--- config.mk ---
export PLATFORM = sky130hd
export DESIGN_NAME = mem_port_arbiter
export DESIGN_NICKNAME = d
export VERILOG_FILES = /design/src/rtl/mem_port_arbiter.sv
export SDC_FILE = /design/constraint.sdc
export NUM_CORES = 1
export LEC_CHECK = 0
export CORE_UTILIZATION = 45
export CTS_BUF_LIST = sky130_fd_sc_hd__clkbuf_8 sky130_fd_sc_hd__clkbuf_16
export CTS_CLUSTER_DIAMETER = 80
export DETAILED_ROUTE_END_ITERATION = 8
export HOLD_SLACK_MARGIN = 0.1
export PLACE_DENSITY = 0.89
export SLEW_MARGIN = 20
export SYNTH_ARGS = -nofsm -noshare
export SYNTH_HDL_FRONTEND = slang
export SYNTH_SLANG_ARGS = --single-unit
--- constraint.sdc ---
create_clock -name clk -period 6.1 [get_ports clk]
set_clock_uncertainty 0.2 [all_clocks]
set_input_delay 1.22 -clock clk [delete_from_list [all_inputs] [get_ports clk]]
set_output_delay 1.22 -clock clk [all_outputs]
set_load 0.02 [all_outputs]
--- src/rtl/mem_port_arbiter.sv ---
// rtl/mem_port_arbiter.sv - CPU/EXT arbiter for a single-ported memory; MEM_PORT_ARBITER_RR_EN selects round-robin arbitration
module mem_port_arbiter #(
    parameter int AW         = 32,
    parameter int DW         = 32,
    parameter int LAT        = 2,
    parameter int STARVE_MAX = 4
) (
    input  logic          clk,
    input  logic          rstN,
    input  logic          cpuReq,
    input  logic          cpuWe,
    input  logic [AW-1:0] cpuAddr,
    input  logic [DW-1:0] cpuWdata,
    output logic [DW-1:0] cpuRdata,
    output logic          cpuAck,
    input  logic          extReq,
    input  logic          extWe,
    input  logic [AW-1:0] extAddr,
    input  logic [DW-1:0] extWdata,
    output logic [DW-1:0] extRdata,
    output logic          extAck,
    output logic          memEn,
    output logic          memWe,
    output logic [AW-1:0] memAddr,
    output logic [DW-1:0] memWdata,
    input  logic [DW-1:0] memRdata,
    output logic          busy,
    output logic          ownerExt
);

    typedef enum logic [1:0] {
        IDLE  = 2'd0,
        ISSUE = 2'd1,
        WAIT  = 2'd2,
        RESP  = 2'd3
    } state_t;

    state_t        state, state_nx;
    logic [3:0]    wait_cnt, wait_cnt_nx;
    logic          grant_ext;
    logic          mem_en_nx, mem_we_nx, cpu_ack_nx, ext_ack_nx, busy_nx, owner_ext_nx;
    logic [AW-1:0] mem_addr_nx;
    logic [DW-1:0] mem_wdata_nx, cpu_rdata_nx, ext_rdata_nx;

`ifdef MEM_PORT_ARBITER_RR_EN
    logic last_ext, last_ext_nx;

    // On a tie the requester that did not win the previous grant goes first
    always_comb grant_ext = extReq && (!cpuReq || !last_ext);
`else
    logic [3:0] starve_cnt, starve_cnt_nx;

    // CPU has priority until EXT has been passed over STARVE_MAX times in a row
    always_comb grant_ext = extReq && (!cpuReq || (starve_cnt == 4'(STARVE_MAX)));
`endif

    // Next-state and next-output decode; every output is registered below
    always_comb begin
        state_nx     = state;
        wait_cnt_nx  = wait_cnt;
        mem_we_nx    = memWe;
        mem_addr_nx  = memAddr;
        mem_wdata_nx = memWdata;
        cpu_rdata_nx = cpuRdata;
        ext_rdata_nx = extRdata;
        cpu_ack_nx   = 1'b0;
        ext_ack_nx   = 1'b0;
        owner_ext_nx = ownerExt;
`ifdef MEM_PORT_ARBITER_RR_EN
        last_ext_nx  = last_ext;
`else
        starve_cnt_nx = starve_cnt;
`endif
        case (state)
            IDLE: begin
                if (cpuReq || extReq) begin
                    state_nx     = ISSUE;
                    owner_ext_nx = grant_ext;
                    mem_we_nx    = grant_ext ? extWe    : cpuWe;
                    mem_addr_nx  = grant_ext ? extAddr  : cpuAddr;
                    mem_wdata_nx = grant_ext ? extWdata : cpuWdata;
`ifdef MEM_PORT_ARBITER_RR_EN
                    last_ext_nx  = grant_ext;
`endif
                end
`ifndef MEM_PORT_ARBITER_RR_EN
                // CPU only wins against a waiting EXT while below the bound, so no overflow
                if (!extReq || grant_ext) begin
                    starve_cnt_nx = 4'd0;
                end else begin
                    starve_cnt_nx = starve_cnt + 4'd1;
                end
`endif
            end
            ISSUE: begin
                state_nx    = WAIT;
                wait_cnt_nx = 4'(LAT - 1);
            end
            WAIT: begin
                // Last WAIT cycle is issue+LAT, when memRdata is valid
                if (wait_cnt == 4'd0) begin
                    state_nx = RESP;
                    if (ownerExt) begin
                        ext_rdata_nx = memRdata;
                        ext_ack_nx   = 1'b1;
                    end else begin
                        cpu_rdata_nx = memRdata;
                        cpu_ack_nx   = 1'b1;
                    end
                end else begin
                    wait_cnt_nx = wait_cnt - 4'd1;
                end
            end
            RESP: begin
                state_nx     = IDLE;
                owner_ext_nx = 1'b0;
            end
            default: state_nx = IDLE;
        endcase
        mem_en_nx = (state_nx == ISSUE);
        busy_nx   = (state_nx != IDLE);
    end

    // State and output registers; reset abandons any transaction in flight
    always_ff @(posedge clk or negedge rstN) begin
        if (!rstN) begin
            state    <= IDLE;
            wait_cnt <= 4'd0;
            memEn    <= 1'b0;
            memWe    <= 1'b0;
            memAddr  <= '0;
            memWdata <= '0;
            cpuRdata <= '0;
            extRdata <= '0;
            cpuAck   <= 1'b0;
            extAck   <= 1'b0;
            busy     <= 1'b0;
            ownerExt <= 1'b0;
`ifdef MEM_PORT_ARBITER_RR_EN
            last_ext <= 1'b0;
`else
            starve_cnt <= 4'd0;
`endif
        end else begin
            state    <= state_nx;
            wait_cnt <= wait_cnt_nx;
            memEn    <= mem_en_nx;
            memWe    <= mem_we_nx;
            memAddr  <= mem_addr_nx;
            memWdata <= mem_wdata_nx;
            cpuRdata <= cpu_rdata_nx;
            extRdata <= ext_rdata_nx;
            cpuAck   <= cpu_ack_nx;
            extAck   <= ext_ack_nx;
            busy     <= busy_nx;
            ownerExt <= owner_ext_nx;
`ifdef MEM_PORT_ARBITER_RR_EN
            last_ext <= last_ext_nx;
`else
            starve_cnt <= starve_cnt_nx;
`endif
        end
    end

endmodule

==> flow_metrics.tcl, run 1 <==
set metrics [dict create \
    finalHoldViolations 0 \
    clk_latency_ps 420 \
    detail-route-antenna-nets 0 \
    io_pins 300 \
    grt_max_degree 95 \
    port-buffer-count 299 \
    cap_viol_max_count 0 \
    swShare 0.3816 \
    regToRegSetupSlack_ps 3320 \
    cts_tree "built" \
    finalCritPeriodShare 0.5369 \
    synth.cell_area_um2 6571 \
    insertedDiodeCount 0 \
    crit_fanout 34 \
    synth_top_area_share 0.5484 \
    timing.fmax_ghz 0.3053 \
    status "completed" \
    tightestPinTransition_ps 939.4 \
    layout-drive-gt1-share 0.1291 \
    coreArea_um2 14040 \
    syn_inst 587 \
    drc_errors 0 \
    nets 1037 \
    h-tree-depth 4 \
    fin_util 0.7259 \
    tns_ps 0 \
    clkPwrFrac 0.195 \
    drt-pass1-iter-count 7 \
    end_kind "flop" \
    crit_type "in -> reg" \
    drt-initial-drc-count 332 \
    rsz0062_at_grt "false" \
    setup_viol 0 \
    wire_per_inst_um 19.60 \
    cp-start-kind "input pin" \
    die_w_um 122.8 \
    synth_edf_count 0 \
    post-cts-setup-buffers 0 \
    gr-total-overflow 0 \
    antenna_found_initial 0 \
    vias_per_cell 5.518 \
    clk_path_buf_depth 2 \
    wl_mm 20.68 \
    holdWs_ps 292.3 \
    yosys.cell_types.count 39 \
    async_flop_share 1.000 \
    dieArea_um2 15090 \
    min-delay-start "memWdata[27]" \
    clk_pin_slew_ps 60 \
    synthFlopType "dfrtp_1" \
    grt.total_usage 0.2734 \
    power_frac_seq 0.307 \
    cts_sinks 144 \
    intPower_mw 3.399 \
    syn_area_per_cell_um2 11.19 \
    dpl.hpwl_mm 14.12 \
    ir_drop_mv 0.2668 \
    synth.area.top_cells "dfrtp_1 (55%), nand2_1 (7.6%), o211ai_1 (7.4%), mux2_4 (6.6%), nand4_1 (6.3%)" \
    required_ps 6230 \
    slew_headroom 0.3714 \
    hold_path_class "reg -> reg" \
    final.min_clock_period_ps 3275 \
    min_to "memWdata[27]" \
    start_util 0.4680 \
    leakage_nw 4.186 \
    power_density_nw_per_um2 539.2 \
    num-fill-cells 938 \
    r2r_cells 7 \
    p_sw_mw 2.098 \
    grt_pass1_wl_mm 30.68 \
    finalMaxSlewViolations 0 \
    syn_to_final_growth_pct 55.12 \
    rr_endpoint "memAddr[3]" \
    die_h_um 122.8 \
    synth_top_area_cell "dfrtp_1" \
    yosysWarnings 0 \
    ys_ff_latch 144 \
    hold_buffers 0 \
    cts_buffers 17 \
    vias 5822 \
    syn-num-nets 762 \
    cp.arrival_ps 3400 \
    hold_path_depth 2 \
    post_cts_resized 0 \
    grt_pass1_vias 5777 \
    combPwrFrac 0.498 \
    r2r_start "state[0]" \
    ys_seq_area_frac 0.5484 \
    gp_congestion 0.7969 \
    rows 43 \
    root_buffer "clkbuf_16" \
]
==> power groups by stage <==
stage | logic (mW) | clock network [mW] | registers [mW]
final | 2.74 | 1.07 | 1.69
after global routing | 2.91 | 1.13 | 1.73
after CTS | 2.76 | 1.09 | 1.69
after detailed placement | 2.74 | 0 | 1.69
after global placement | 2.67 | 0 | 1.66
after floorplan | 0.987 | 0 | 2.18
==> final cells by class <==
type	instances	area (um2)	area share
sequential	144	3603	0.3535
timing repair buffer	308	3057	0.2999
multi-input combinational	382	2665	0.2614
clock buffer	17	425.4	0.04173
tap	180	225.2	0.02209
clock inverter	15	183.9	0.01804
inverter	9	33.78	0.003314
==> cell usage after synthesis, types with 4 or more instances <==
| cell | count |
|---|---|
| buf_1 | 7 |
| buf_2 | 10 |
| clkbuf_1 | 27 |
| dfrtp_1 | 144 |
| ha_1 | 9 |
| inv_1 | 9 |
| mux2_2 | 35 |
| mux2_4 | 29 |
| nand2_1 | 133 |
| nand2b_1 | 4 |
| nand4_1 | 66 |
| nor2_1 | 4 |
| nor3_1 | 4 |
| o211ai_1 | 65 |
| o21ai_0 | 9 |
==> how the worst max path moves through the flow <==
| stage | start | end | cells past startpoint |
|---|---|---|---|
| detailed placement | extReq | memAddr[3] | 5 |
| global route | extReq | memAddr[4] | 5 |
| finish | extReq | memAddr[4] | 5 |
| global placement | extReq | memWdata[7] | 5 |
| CTS | extReq | memAddr[4] | 5 |
| floorplan | cpuReq | memWdata[12] | 6 |
==> per-stage QoR <==
stage	setup WS, ps	instance area, um2	std cells	power [mW]
after global routing	2719	10190	1055	5.780
after detailed placement	2398	9584	1023	4.429
after CTS	2840	10190	1055	5.538
after global placement	2494	9584	1023	4.332
final	2825	10190	1055	5.497
after floorplan	3643	6571	587	3.172
==> flip-flops by register name, summed over array words and instances (netlist names) <==
register,flops
starve_cnt,4
cpuRdata,32
ownerExt,1
cpuAck,1
memAddr,32
state,2
busy,1
extRdata,32
wait_cnt,4
memEn,1
extAck,1
memWe,1
memWdata,32
==> worst max-delay path, stage by stage <==
cell             delay [ps]
clkdlybuf4s50_1         710
o21a_2                  660
buf_4                   460
nand2_1                 120
o211ai_1                200
==> cell families after synthesis <==
logic type	after synthesis	share of synthesized area
AO/OA/AOI/OAI	86	0.09482
adder cells (fa/ha/maj)	9	0.01714
buffers and inverters	61	0.05008
flip-flops	144	0.5484
multiplexers	65	0.1278
AND/OR/NAND/NOR	222	0.1618
==> layout by cell type (no fill, tap or decap), types with 2 or more instances in the layout <==
master and n:
inv_6 2, clkinvlp_4 3, ha_1 8, clkdlybuf4s50_1 297, o211ai_1 65, a21o_1 2
nand2b_1 4, mux2_4 29, nand4_1 66, o21ai_4 2, clkinv_2 2, dfrtp_1 144
buf_4 9, nor3_1 4, nor2_1 4, nand3_1 3, clkbuf_16 17, clkinv_4 2
nand2_1 133, inv_8 2, o21ai_0 8, mux2_2 35, bufinv_16 3, inv_1 10
==> layer usage <==
metal	wire length, um	track usage	up-vias	part of all wire
li1	-	-	2657	-
met1	7631	0.3024	2802	0.37
met2	10620	0.4751	318	0.51
met3	1903	0.08922	45	0.092
met4	525	0.1250	0	0.025
met5	0	0	-	0
(Power assumes the default switching activity.)
==> inputs of run 2 (changes only) <==
--- a/config.mk
+++ b/config.mk
@@ -5,12 +5,12 @@
 export SDC_FILE = /design/constraint.sdc
 export NUM_CORES = 1
 export LEC_CHECK = 0
-export CORE_UTILIZATION = 45
+export CORE_UTILIZATION = 38
 export CTS_BUF_LIST = sky130_fd_sc_hd__clkbuf_8 sky130_fd_sc_hd__clkbuf_16
 export CTS_CLUSTER_DIAMETER = 80
 export DETAILED_ROUTE_END_ITERATION = 8
 export HOLD_SLACK_MARGIN = 0.1
-export PLACE_DENSITY = 0.89
+export PLACE_DENSITY = 0.8
 export SLEW_MARGIN = 20
 export SYNTH_ARGS = -nofsm -noshare
 export SYNTH_HDL_FRONTEND = slang
==> constraint.sdc (replaced) <==
create_clock -name clk -period 2.92 [get_ports clk]
set_clock_uncertainty 0.2 [all_clocks]
set_input_delay 0.584 -clock clk [delete_from_list [all_inputs] [get_ports clk]]
set_output_delay 0.584 -clock clk [all_outputs]
set_load 0.02 [all_outputs]
==> flow_metrics.tcl, run 2 (synthesis gave the netlist of run 1 again) <==
set metrics [dict create \
    status "completed" \
    wl_mm 19.96 \
    layout_setup_ws_ps 581.8 \
    worst_path_max_delay_cell "clkdlybuf4s50_1" \
    cp-start-kind "flop" \
    finalHoldViolations 0 \
    layout-drive-gt1-share 0.1380 \
    finalMaxSlewViolations 0 \
    finalPower_mw 11.46 \
    tightestPinTransition_ps 723.9 \
    root_buffer "clkbuf_16" \
    drt-pass1-iter-count 4 \
    cts_sinks 144 \
    die_h_um 133.5 \
    finalCritPeriodShare 0.8007 \
    power_density_nw_per_um2 1104 \
    final.min_clock_period_ps 2338 \
    ir_drop_mv 0.5686 \
    grt_pass1_vias 5901 \
    crit_chain "clkdlybuf4s50_1" \
    clk_latency_ps 420 \
    r2r_cells 6 \
    start_util 0.3921 \
    cts_buffers 17 \
    tns_ps 0 \
    vias_per_cell 5.198 \
    leakage_nw 4.252 \
    slew_headroom 0.5156 \
    drc_errors 0 \
    antenna_found_initial 1 \
    critPathMaxStageDelay_ps 660 \
    min_to "memAddr[11]" \
    detail-route-antenna-nets 0 \
    grt.total_usage 0.2307 \
    die_w_um 133.5 \
    coreArea_um2 16760 \
    dp_slack_ps 411.0 \
    final_cell_area_um2 10380 \
    dpl.hpwl_mm 14.02 \
    crit_type "reg -> out" \
    min-delay-start "memAddr[11]" \
    vias 5744 \
    cp.buffers_inverters 1 \
    post_cts_resized 0 \
    clk_path_buf_depth 2 \
    drt-initial-drc-count 251 \
    rsz0062_at_grt "false" \
    cp.arrival_ps 1550 \
    nets 1046 \
    hold_path_depth 2 \
    rows 47 \
    end_kind "output port" \
    required_ps 2140 \
    final_cell_mix "clkdlybuf4s50_1 (297), dfrtp_1 (144), nand2_1 (133)" \
    timing.fmax_ghz 0.4277 \
    crit_fanout 5 \
    dieArea_um2 17820 \
    hold_buffers 1 \
    regToRegSetupSlack_ps 620 \
    r2r_start "state[0]" \
    grt_pass1_wl_mm 31.71 \
    crit_family "buffers and inverters" \
    setup_viol 0 \
    final_common_cell "clkdlybuf4s50_1" \
    gp_congestion 0.7838 \
    port-buffer-count 299 \
    gr-total-overflow 0 \
    clk_pin_slew_ps 70 \
    grt_max_degree 59 \
    cap_viol_max_count 0 \
    rr_endpoint "cpuRdata[1]" \
    h-tree-depth 4 \
    cts_tree "built" \
    hold_path_class "reg -> reg" \
    placed_area_um2 9769 \
    syn_to_final_growth_pct 58.00 \
    post-cts-setup-buffers 0 \
    io_pins 300 \
    wire_per_inst_um 18.06 \
]
run 2: worst max path at each step:
stage / startpoint / cells after the start / slack (ps) / to
6_report: ownerExt / 1 / 580 / ownerExt
5_1_grt: state[0] / 6 / 520 / cpuRdata[1]
4_1_cts: ownerExt / 1 / 550 / ownerExt
3_5_place_dp: extReq / 4 / 410 / starve_cnt[3]
3_3_place_gp: extReq / 4 / 470 / starve_cnt[3]
2_1_floorplan: state[0] / 7 / 870 / cpuRdata[10]
run 2: cell type report:
cell class | count | area, um2
timing repair buffer | 317 | 3202
clock inverter | 15 | 175.2
clock buffer | 17 | 425.4
fill | 1363 | 6377
antenna | 1 | 2.502
sequential | 144 | 3603
inverter | 9 | 33.78
multi-input combinational | 382 | 2665
tap | 220 | 275.3
run 2: stage by stage:
stage | utilization | instances | hold slack [ps]
2_1_floorplan | - | 587 | 88.41
3_3_place_gp | 0.5829 | 1071 | 276.3
3_5_place_dp | 0.5829 | 1071 | 284.7
4_1_cts | 0.6193 | 1104 | 298.7
5_1_grt | 0.6195 | 1105 | 311.5
6_report | 0.6195 | 1105 | 293.7
run 2: per-layer routing:
metal / GRT usage / wire, um / vias to the layer above
met2: 0.3808 / 9862 / 250
met4: 0.07955 / 285 / 0
met5: 0 / 0 / -
met1: 0.2850 / 8209 / 2792
li1: - / - / 2681
met3: 0.07268 / 1599 / 21
run 2: power breakdown:
| part | switching [mW] | internal, mW |
|---|---|---|
| Combinational | 2.90 | 2.86 |
| Sequential | 0.525 | 2.95 |
| Clock | 0.937 | 1.29 |
| Total | 4.36 | 7.10 |
==> inputs of run 3 (changes only) <==
==> constraint.sdc (replaced) <==
create_clock -name clk -period 2.1 [get_ports clk]
set_clock_uncertainty 0.2 [all_clocks]
set_input_delay 0.42 -clock clk [delete_from_list [all_inputs] [get_ports clk]]
set_output_delay 0.42 -clock clk [all_outputs]
set_load 0.02 [all_outputs]
==> flow_metrics.tcl, run 3 (synthesis gave the netlist of run 1 again) <==
set metrics [dict create \
    gp_congestion 0.7893 \
    num-fill-cells 1350 \
    grt_max_degree 57 \
    die_h_um 133.5 \
    vias 5803 \
    gr-total-overflow 0 \
    wl_mm 19.92 \
    cp.arrival_ps 1410 \
    rsz0062_at_grt "false" \
    swShare 0.3758 \
    power_density_nw_per_um2 1522 \
    insertedDiodeCount 0 \
    start_util 0.3921 \
    wire_per_inst_um 17.81 \
    cp-start-kind "flop" \
    nets 1060 \
    timing.fmax_ghz 0.4933 \
    cts_buffers 17 \
    intPower_mw 10.01 \
    power_frac_seq 0.301 \
    final.min_clock_period_ps 2027 \
    detail-route-antenna-nets 0 \
    drc_errors 0 \
    combPwrFrac 0.510 \
    clk_pin_slew_ps 60 \
    cts_sinks 144 \
    rr_endpoint "cpuRdata[0]" \
    root_buffer "clkbuf_16" \
    antenna_found_initial 0 \
    required_ps 1480 \
    vias_per_cell 5.191 \
    cap_viol_max_count 0 \
    slew_headroom 0.6263 \
    crit_family "buffers and inverters" \
    clk_path_buf_depth 2 \
    setup_viol 0 \
    end_kind "output port" \
    worst_path_max_delay_cell "clkdlybuf4s50_1" \
    ir_drop_mv 0.7612 \
    port-buffer-count 299 \
    rows 47 \
    drt-pass1-iter-count 5 \
    finalHoldViolations 0 \
    r2r_cells 6 \
    clkPwrFrac 0.189 \
    die_w_um 133.5 \
    finalCritPeriodShare 0.9653 \
    final_common_cell "clkdlybuf4s50_1" \
    leakage_nw 4.367 \
    critPathMaxStageDelay_ps 620 \
    crit_fanout 2 \
    tightestPinTransition_ps 560.6 \
    dpl.hpwl_mm 14.15 \
    dieArea_um2 17820 \
    placed_area_um2 9925 \
    status "completed" \
    p_sw_mw 6.030 \
    finalMaxSlewViolations 0 \
    drt-initial-drc-count 257 \
    tns_ps 0 \
    hold_path_class "reg -> reg" \
    h-tree-depth 4 \
    crit_chain "clkdlybuf4s50_1" \
    final_cell_mix "clkdlybuf4s50_1 (293), dfrtp_1 (144), nand2_1 (133)" \
    layout-drive-gt1-share 0.1514 \
    final_cell_area_um2 10540 \
    min-delay-start "memWdata[2]" \
    syn_to_final_growth_pct 60.42 \
    io_pins 300 \
    clk_latency_ps 410 \
    holdWs_ps 288.7 \
    regToRegSetupSlack_ps 100 \
    crit_type "reg -> out" \
    grt_pass1_vias 5920 \
    hold_path_depth 2 \
    grt_pass1_wl_mm 31.80 \
    grt.total_usage 0.2299 \
    r2r_start "state[0]" \
    cts_tree "built" \
    cp.buffers_inverters 1 \
    min_to "memWdata[2]" \
    coreArea_um2 16760 \
]
## run 3: cell types whose count changed in the layout (fill, tap and decap cells not counted), sizes merged
cell           delta
buf              +14
inv               -3
dlymetal6s2s      +3
clkinv            -1
clkinvlp          +3
diode             -1
dlygate4sd2       +1
clkdlybuf4s50     -4
clkbuf            +1
## run 3: repair_timing
item	4_1_cts	5_1_grt
endpoints found under the setup margin	1	5
cloned	0	0
resized for setup	1	4
setup buffers	0	0
hold buffers	1	0
hold endpoints to repair	49	0
## run 3: final cells by class
type | count | area (um2) | area share
multi-input combinational | 382 | 2668 | 0.2531
sequential | 144 | 3603 | 0.3418
timing repair buffer | 331 | 3363 | 0.3190
clock inverter | 14 | 158.9 | 0.01507
inverter | 9 | 33.78 | 0.003205
clock buffer | 18 | 439.2 | 0.04166
tap | 220 | 275.3 | 0.02611
## run 3: worst max path at each step
stage / to / startpoint / depth (start not counted) / slack [ps]
after global routing: cpuRdata[1] / wait_cnt[1] / 6 / 5
after floorplan: cpuRdata[10] / state[0] / 7 / 50
after global placement: busy / extReq / 5 / 40
final: memWdata[31] / memWdata[31] / 1 / 70
after detailed placement: starve_cnt[3] / extReq / 4 / -30
after CTS: memWdata[2] / memWdata[2] / 1 / 9
## run 3: routing by layer
metal / up-vias / track usage / wire [um]
met5: - / 0 / 0
met4: 0 / 0.06755 / 314
met3: 33 / 0.08143 / 1780
met2: 277 / 0.3903 / 9717
met1: 2788 / 0.2733 / 8103
li1: 2705 / - / -
## run 3: power by group through the flow
stage	clock (mW)	sequential (mW)	combinational (mW)
global placement	0	4.79	8.11
global route	3.24	4.98	8.75
detailed placement	0	4.86	8.26
finish	3.03	4.83	8.19
CTS	3.10	4.82	8.28
floorplan	0	6.35	2.87
## run 3: stage by stage
| step | instances | setup slack, ps | utilization | total power [mW] |
|---|---|---|---|---|
| 2_1_floorplan | 587 | 47.72 | - | 9.213 |
| 3_3_place_gp | 1085 | 42.34 | 0.5922 | 12.90 |
| 3_5_place_dp | 1085 | -29.11 | 0.5922 | 13.12 |
| 4_1_cts | 1118 | 9.361 | 0.6284 | 16.20 |
| 5_1_grt | 1118 | 5.039 | 0.6290 | 16.97 |
| 6_report | 1118 | 72.90 | 0.6290 | 16.04 |
==> variant 1 (config.mk and constraints of run 2) <==
Add a define of `MEM_PORT_ARBITER_RR_EN`.
--- a/src/rtl/mem_port_arbiter.sv
+++ b/src/rtl/mem_port_arbiter.sv
@@ -1,2 +1,4 @@
 // rtl/mem_port_arbiter.sv - CPU/EXT arbiter for a single-ported memory; MEM_PORT_ARBITER_RR_EN selects round-robin arbitration
+`define MEM_PORT_ARBITER_RR_EN
+
 module mem_port_arbiter #(
Check against the original RTL: not equivalent (Yosys sat finds a counterexample within 4 cycles, from zero or initial values and one cycle with rstN low).
==> variant 1 against run 2 <==
  * Register-to-register slack worse by 0.06 ns
  * Power is 2.6% lower
  * Highest routed layer unchanged
  * Final area is 5.4% lower
  * Area after synthesis is 8.5% lower
  * Wire length is 9.2% lower
  * Global-route usage is 0.29 points lower
  * Sequential cell count is 3 lower
  * Critical path type is now flop to flop
  * Setup slack worse by 0.020 ns
  * Count of clock-buffer cells in the layout stayed put
==> variant 1: results (changes against run 2) <==
* Status: complete, no violations
* Reg-to-reg slack, setup at 0.56 ns (-0.06 ns)
* Post-CTS resize count at 0 (unchanged)
* DP HPWL at 13200 um (-5.7%)
* Final instance area at 9820 um2 (-5.4%)
* Top FF cell, synth: dfrtp_1
* NonClk Buf Share at 32.3% (+1.4 points)
* Crit-path max FO at 33 (+28)
* Sequential share of cell area at 35.9% (+1.2 points)
* #MultiIn Comb at 366 (-4.2%)
* 1st-iter DRT viols at 281 (+12%)
* Number of fill cells in the layout at 1222 (-10%)
* Number of non-clock buffers in the layout at 312 (-1.6%)
* GRT Total Usage at 22.8% (-0.29 points)
* Hold_ws at 0.304 ns (+0.0103 ns)
* Ys Warns at 0 (unchanged)
* Placed Area at 9280 um2 (-5.0%)
* Hold Path Class: flop to flop
* Unique cell type count in the Yosys netlist at 32 (-18%)
* Measured slew at the worst slew-check pin at 0.458 ns (-0.266 ns)
* Synthesized Nets at 720 (-5.5%)
* Sequential fraction of the synthesis area at 58.7% (+3.8 points)
* Initial antenna violation count at 0 (-1)
* Commonest cells post-synth: dfrtp_1, a21oi_1, nor2_1, nand2_1, mux2_2
* Drt via density at 4.86 (-6.4%)
* Crit path DAT at 2.44 ns (+0.89 ns)
* Largest cells by area after synthesis: dfrtp_1, a21oi_1, mux2_4, mux2_2, nor2_1
* Largest net degree at the start of global routing at 63 (+6.8%)
* Maximum vdd drop at 0.482 mV (-15%)
* Clk cell area share at 5.36% (-0.42 points)
* Layout cells sized above 1 at 13.3% (-0.50 points)
* Fraction of standard cell area in multi-input logic at 23.5% (-2.2 points)
* DR vias at 5194 (-9.6%)
* Place WS at 0.441 ns (+0.0297 ns)
* Leakage power at 0.00426 uW (+0.12%)
* FF+latch count, synth at 141 (-2.1%)
* Number of global-route vias before repair at 5335 (-9.6%)
* Final worst-path cycle share at 80.8% (+0.70 points)
* WL/cell at 17.0 um (-6.1%)
* Inverters at 6 (-3)
* Tap cell count at 211 (-4.1%)
## variant 1: worst paths after layout
check | startpoint | end | cells after the start
max in group asynchronous | rstN | cpuRdata[31]$_DFFE_PN0P_ | 3
hold / removal | cpuRdata[0]$_DFFE_PN0P_ | cpuRdata[0]$_DFFE_PN0P_ | 1
setup / recovery | state[0]$_DFF_PN0_ | cpuRdata[29]$_DFFE_PN0P_ | 6
hold reg to reg | cpuRdata[0]$_DFFE_PN0P_ | cpuRdata[0]$_DFFE_PN0P_ | 1
setup reg to reg | state[0]$_DFF_PN0_ | cpuRdata[29]$_DFFE_PN0P_ | 6
min in group asynchronous | rstN | cpuRdata[22]$_DFFE_PN0P_ | 2
## variant 1: report_power, final
part	leakage (uW)	internal, uW	switching [uW]	total, uW
Sequential	0.00163	2940	573	3520
Combinational	0.00236	2890	2840	5730
Clock	0.000263	1080	837	1920
Total	0.00426	6910	4250	11200
## variant 1: cell families (layout without fill, tap and decap cells)
group,count (synthesis),count (layout),synth area share [%]
DFF,141,141,58.7
adders and majority gates,6,6,1.25
and+or+nand+nor,149,149,10.2
muxes,65,65,14.0
AOI/OAI and AO/OA,146,146,12.6
buffers and inverters,41,350,3.35
## variant 1: repair_timing
action,4_1_cts,5_1_grt
hold buffers,1,0
hold endpoints to repair,42,0
setup buffers,0,0
## variant 1: critical path, stage by stage, from the launching register on
cell	delay (ns)
dfrtp_1	0.41
inv_1	0.09
ha_1	0.32
nand4bb_1	0.27
nor2_4	0.13
buf_4	0.41
mux2_2	0.40
## variant 1: metal layers
layer / global-route usage [%] / routed length, um / up-vias
li1: - / - / 2459
met4: 6.51 / 321 / 0
met3: 8.10 / 1640 / 18
met5: 0 / 0 / -
met2: 39.9 / 9240 / 232
met1: 26.2 / 6920 / 2485
==> variant 2 (flow settings as in run 2) <==
Made on the original files. Make the reset (`rstN`) synchronous in one clocked block.
--- a/src/rtl/mem_port_arbiter.sv
+++ b/src/rtl/mem_port_arbiter.sv
@@ -124,3 +124,3 @@
     // State and output registers; reset abandons any transaction in flight
-    always_ff @(posedge clk or negedge rstN) begin
+    always_ff @(posedge clk) begin
         if (!rstN) begin
Check against the original RTL: differs if rstN is asserted again (counterexample within 4 cycles, from zero or initial values and one cycle with rstN low); with rstN held inactive, the same outputs for 10 cycles.
==> variant 2 against run 2 <==
  * Sequential cell count unchanged
  * Largest cell class is now multi-input gates
  * Area after synthesis increased by 1.0%
  * Final area decreased by 0.41%
  * Utilization decreased by 0.47 points
  * Highest routed layer unchanged
  * Die area increased by 1.0%
  * Final cell count increased by 13%
  * Critical path type unchanged
  * Wire length increased by 11%
  * Power decreased by 29%
  * Combinational power decreased by 47%
  * Setup slack got worse by 0.042 ns
  * Via count increased by 20%
==> variant 2: results (changes against run 2) <==
* Clock Latency Late Sink at 0.41 ns
* CTS Buf Count at 17 (unchanged)
* Placer Congestion at 0.829 (+5.7%)
* Crit path DAT at 1.60 ns (+0.05 ns)
* Root Driver: clkbuf_16
* Clk slew on worst S/H paths at about 0.060 ns
* Non-filler cells in the finished layout at 1244 (+13%)
* Hold path depth at 2 (unchanged)
* First drt pass iteration count at 5 (+1)
* CP max stage cell: clkdlybuf4s50_1
* Number of global-route vias before repair at 6509 (+10%)
* N_diodes at 0 (-1)
* Layout cells sized above 1 at 6.84% (-7.0 points)
* # port buffers at 299 (unchanged)
* Hold Path Class: flop to flop
* Crit-path max cell delay at 0.67 ns
* DP HPWL at 14700 um (+5.1%)
* Post-CTS Setup Inserts at 0 (unchanged)
* Placed Area at 9680 um2 (-0.95%)
* Cells on worst reg2reg path at 6 (unchanged)
* Number of fill cells in the layout at 1493 (+9.5%)
* Unique cell type count in the Yosys netlist at 39 (unchanged)
* Synth Instances at 766 (+30%)
* Leakage power at 0.00368 uW (-13%)
* Place WS at 0.300 ns (-0.111 ns)
* 1st-iter DRT viols at 434 (+73%)
* Largest delay share family, worst path: buffers and inverters
* Sequential fraction of the synthesis area at 43.4% (-11 points)
* Asr flop ratio synth at 0% (-100 points)
* Initial antenna violation count at 1 (unchanged)
* Largest net degree at the start of global routing at 68 (+15%)
* Relative slew slack at 59.9% (+8.3 points)
* Clock Path Buffers at 2 (unchanged)
* Commonest cells post-synth: dfxtp_1, o21ai_0, nor3_1, a21oi_1, nand3_1
* WL/cell at 17.7 um (-1.8%)
* Final instance area at 10300 um2 (-0.41%)
* Crit-path max FO at 15 (+10)
* CTS H-tree lvls at 4 (unchanged)
* Maximum vdd drop at 0.488 mV (-14%)
* Max Clock Freq at 420 MHz (-1.8%)
* Ys Warns at 0 (unchanged)
* Largest cells by area after synthesis: dfxtp_1, and4b_1, o21ai_0, a211oi_1, nor3_1
* Drt via density at 5.56 (+6.9%)
* Synthesized Nets at 940 (+23%)
* GRT Total Usage at 24.4% (+1.3 points)
* Post-CTS resize count at 0 (unchanged)
* Status: complete, no violations
* First-pass GRT wire length at 34700 um (+9.4%)
## variant 2: cell types whose count changed after synthesis, sizes merged, moves of 64 or more
cell,delta
dfrtp,-144
dfxtp,+144
nand2,-130
o21ai,+123
a21oi,+70
nor3,+67
and4b,+65
nand4,-65
o211ai,-65
a211oi,+64
mux2,-64
## variant 2: final timing paths
check | from | end | slack, ns
min reg2reg | extRdata[24]$_SDFFE_PN0P_ | extRdata[24]$_SDFFE_PN0P_ | 0.27
max | ownerExt$_SDFFE_PN0P_ | ownerExt | 0.54
max reg2reg | state[0]$_SDFF_PN0_ | cpuRdata[8]$_SDFFE_PN0P_ | 0.75
min | extRdata[24]$_SDFFE_PN0P_ | extRdata[24]$_SDFFE_PN0P_ | 0.27
## variant 2: cell type report
| cell class | instances | share of cell area, % |
|---|---|---|
| Multi-Input combinational cell | 516 | 31.5 |
| Timing Repair Buffer | 323 | 31.2 |
| Sequential cell | 144 | 27.9 |
| Clock buffer | 17 | 4.11 |
| Tap cell | 220 | 2.66 |
| Clock inverter | 14 | 2.30 |
| Inverter | 10 | 0.363 |
## variant 2: routing by layer
layer  part of all wire (%)  global-route usage [%]  up-vias  wire (um)
li1                       -                       -     3361          -
met1                     40                    29.2     3233       8850
met2                     48                    40.4      284      10500
met3                    9.5                    8.13       35       2100
met4                    2.6                    9.24        0        574
met5                      0                       0        -          0
## variant 2: cell families after synthesis
logic type / after synthesis / synth area share, %
simple gates: 228 / 23.1
flops: 144 / 43.4
buf+inv: 106 / 7.80
fa+ha+maj: 8 / 1.51
compound gates: 280 / 24.1
## variant 2: power breakdown
group	internal [uW]	switching, uW	total (uW)
Sequential	2350	221	2570
Clock	1600	872	2470
Combinational	1300	1760	3060
Total	5250	2860	8110
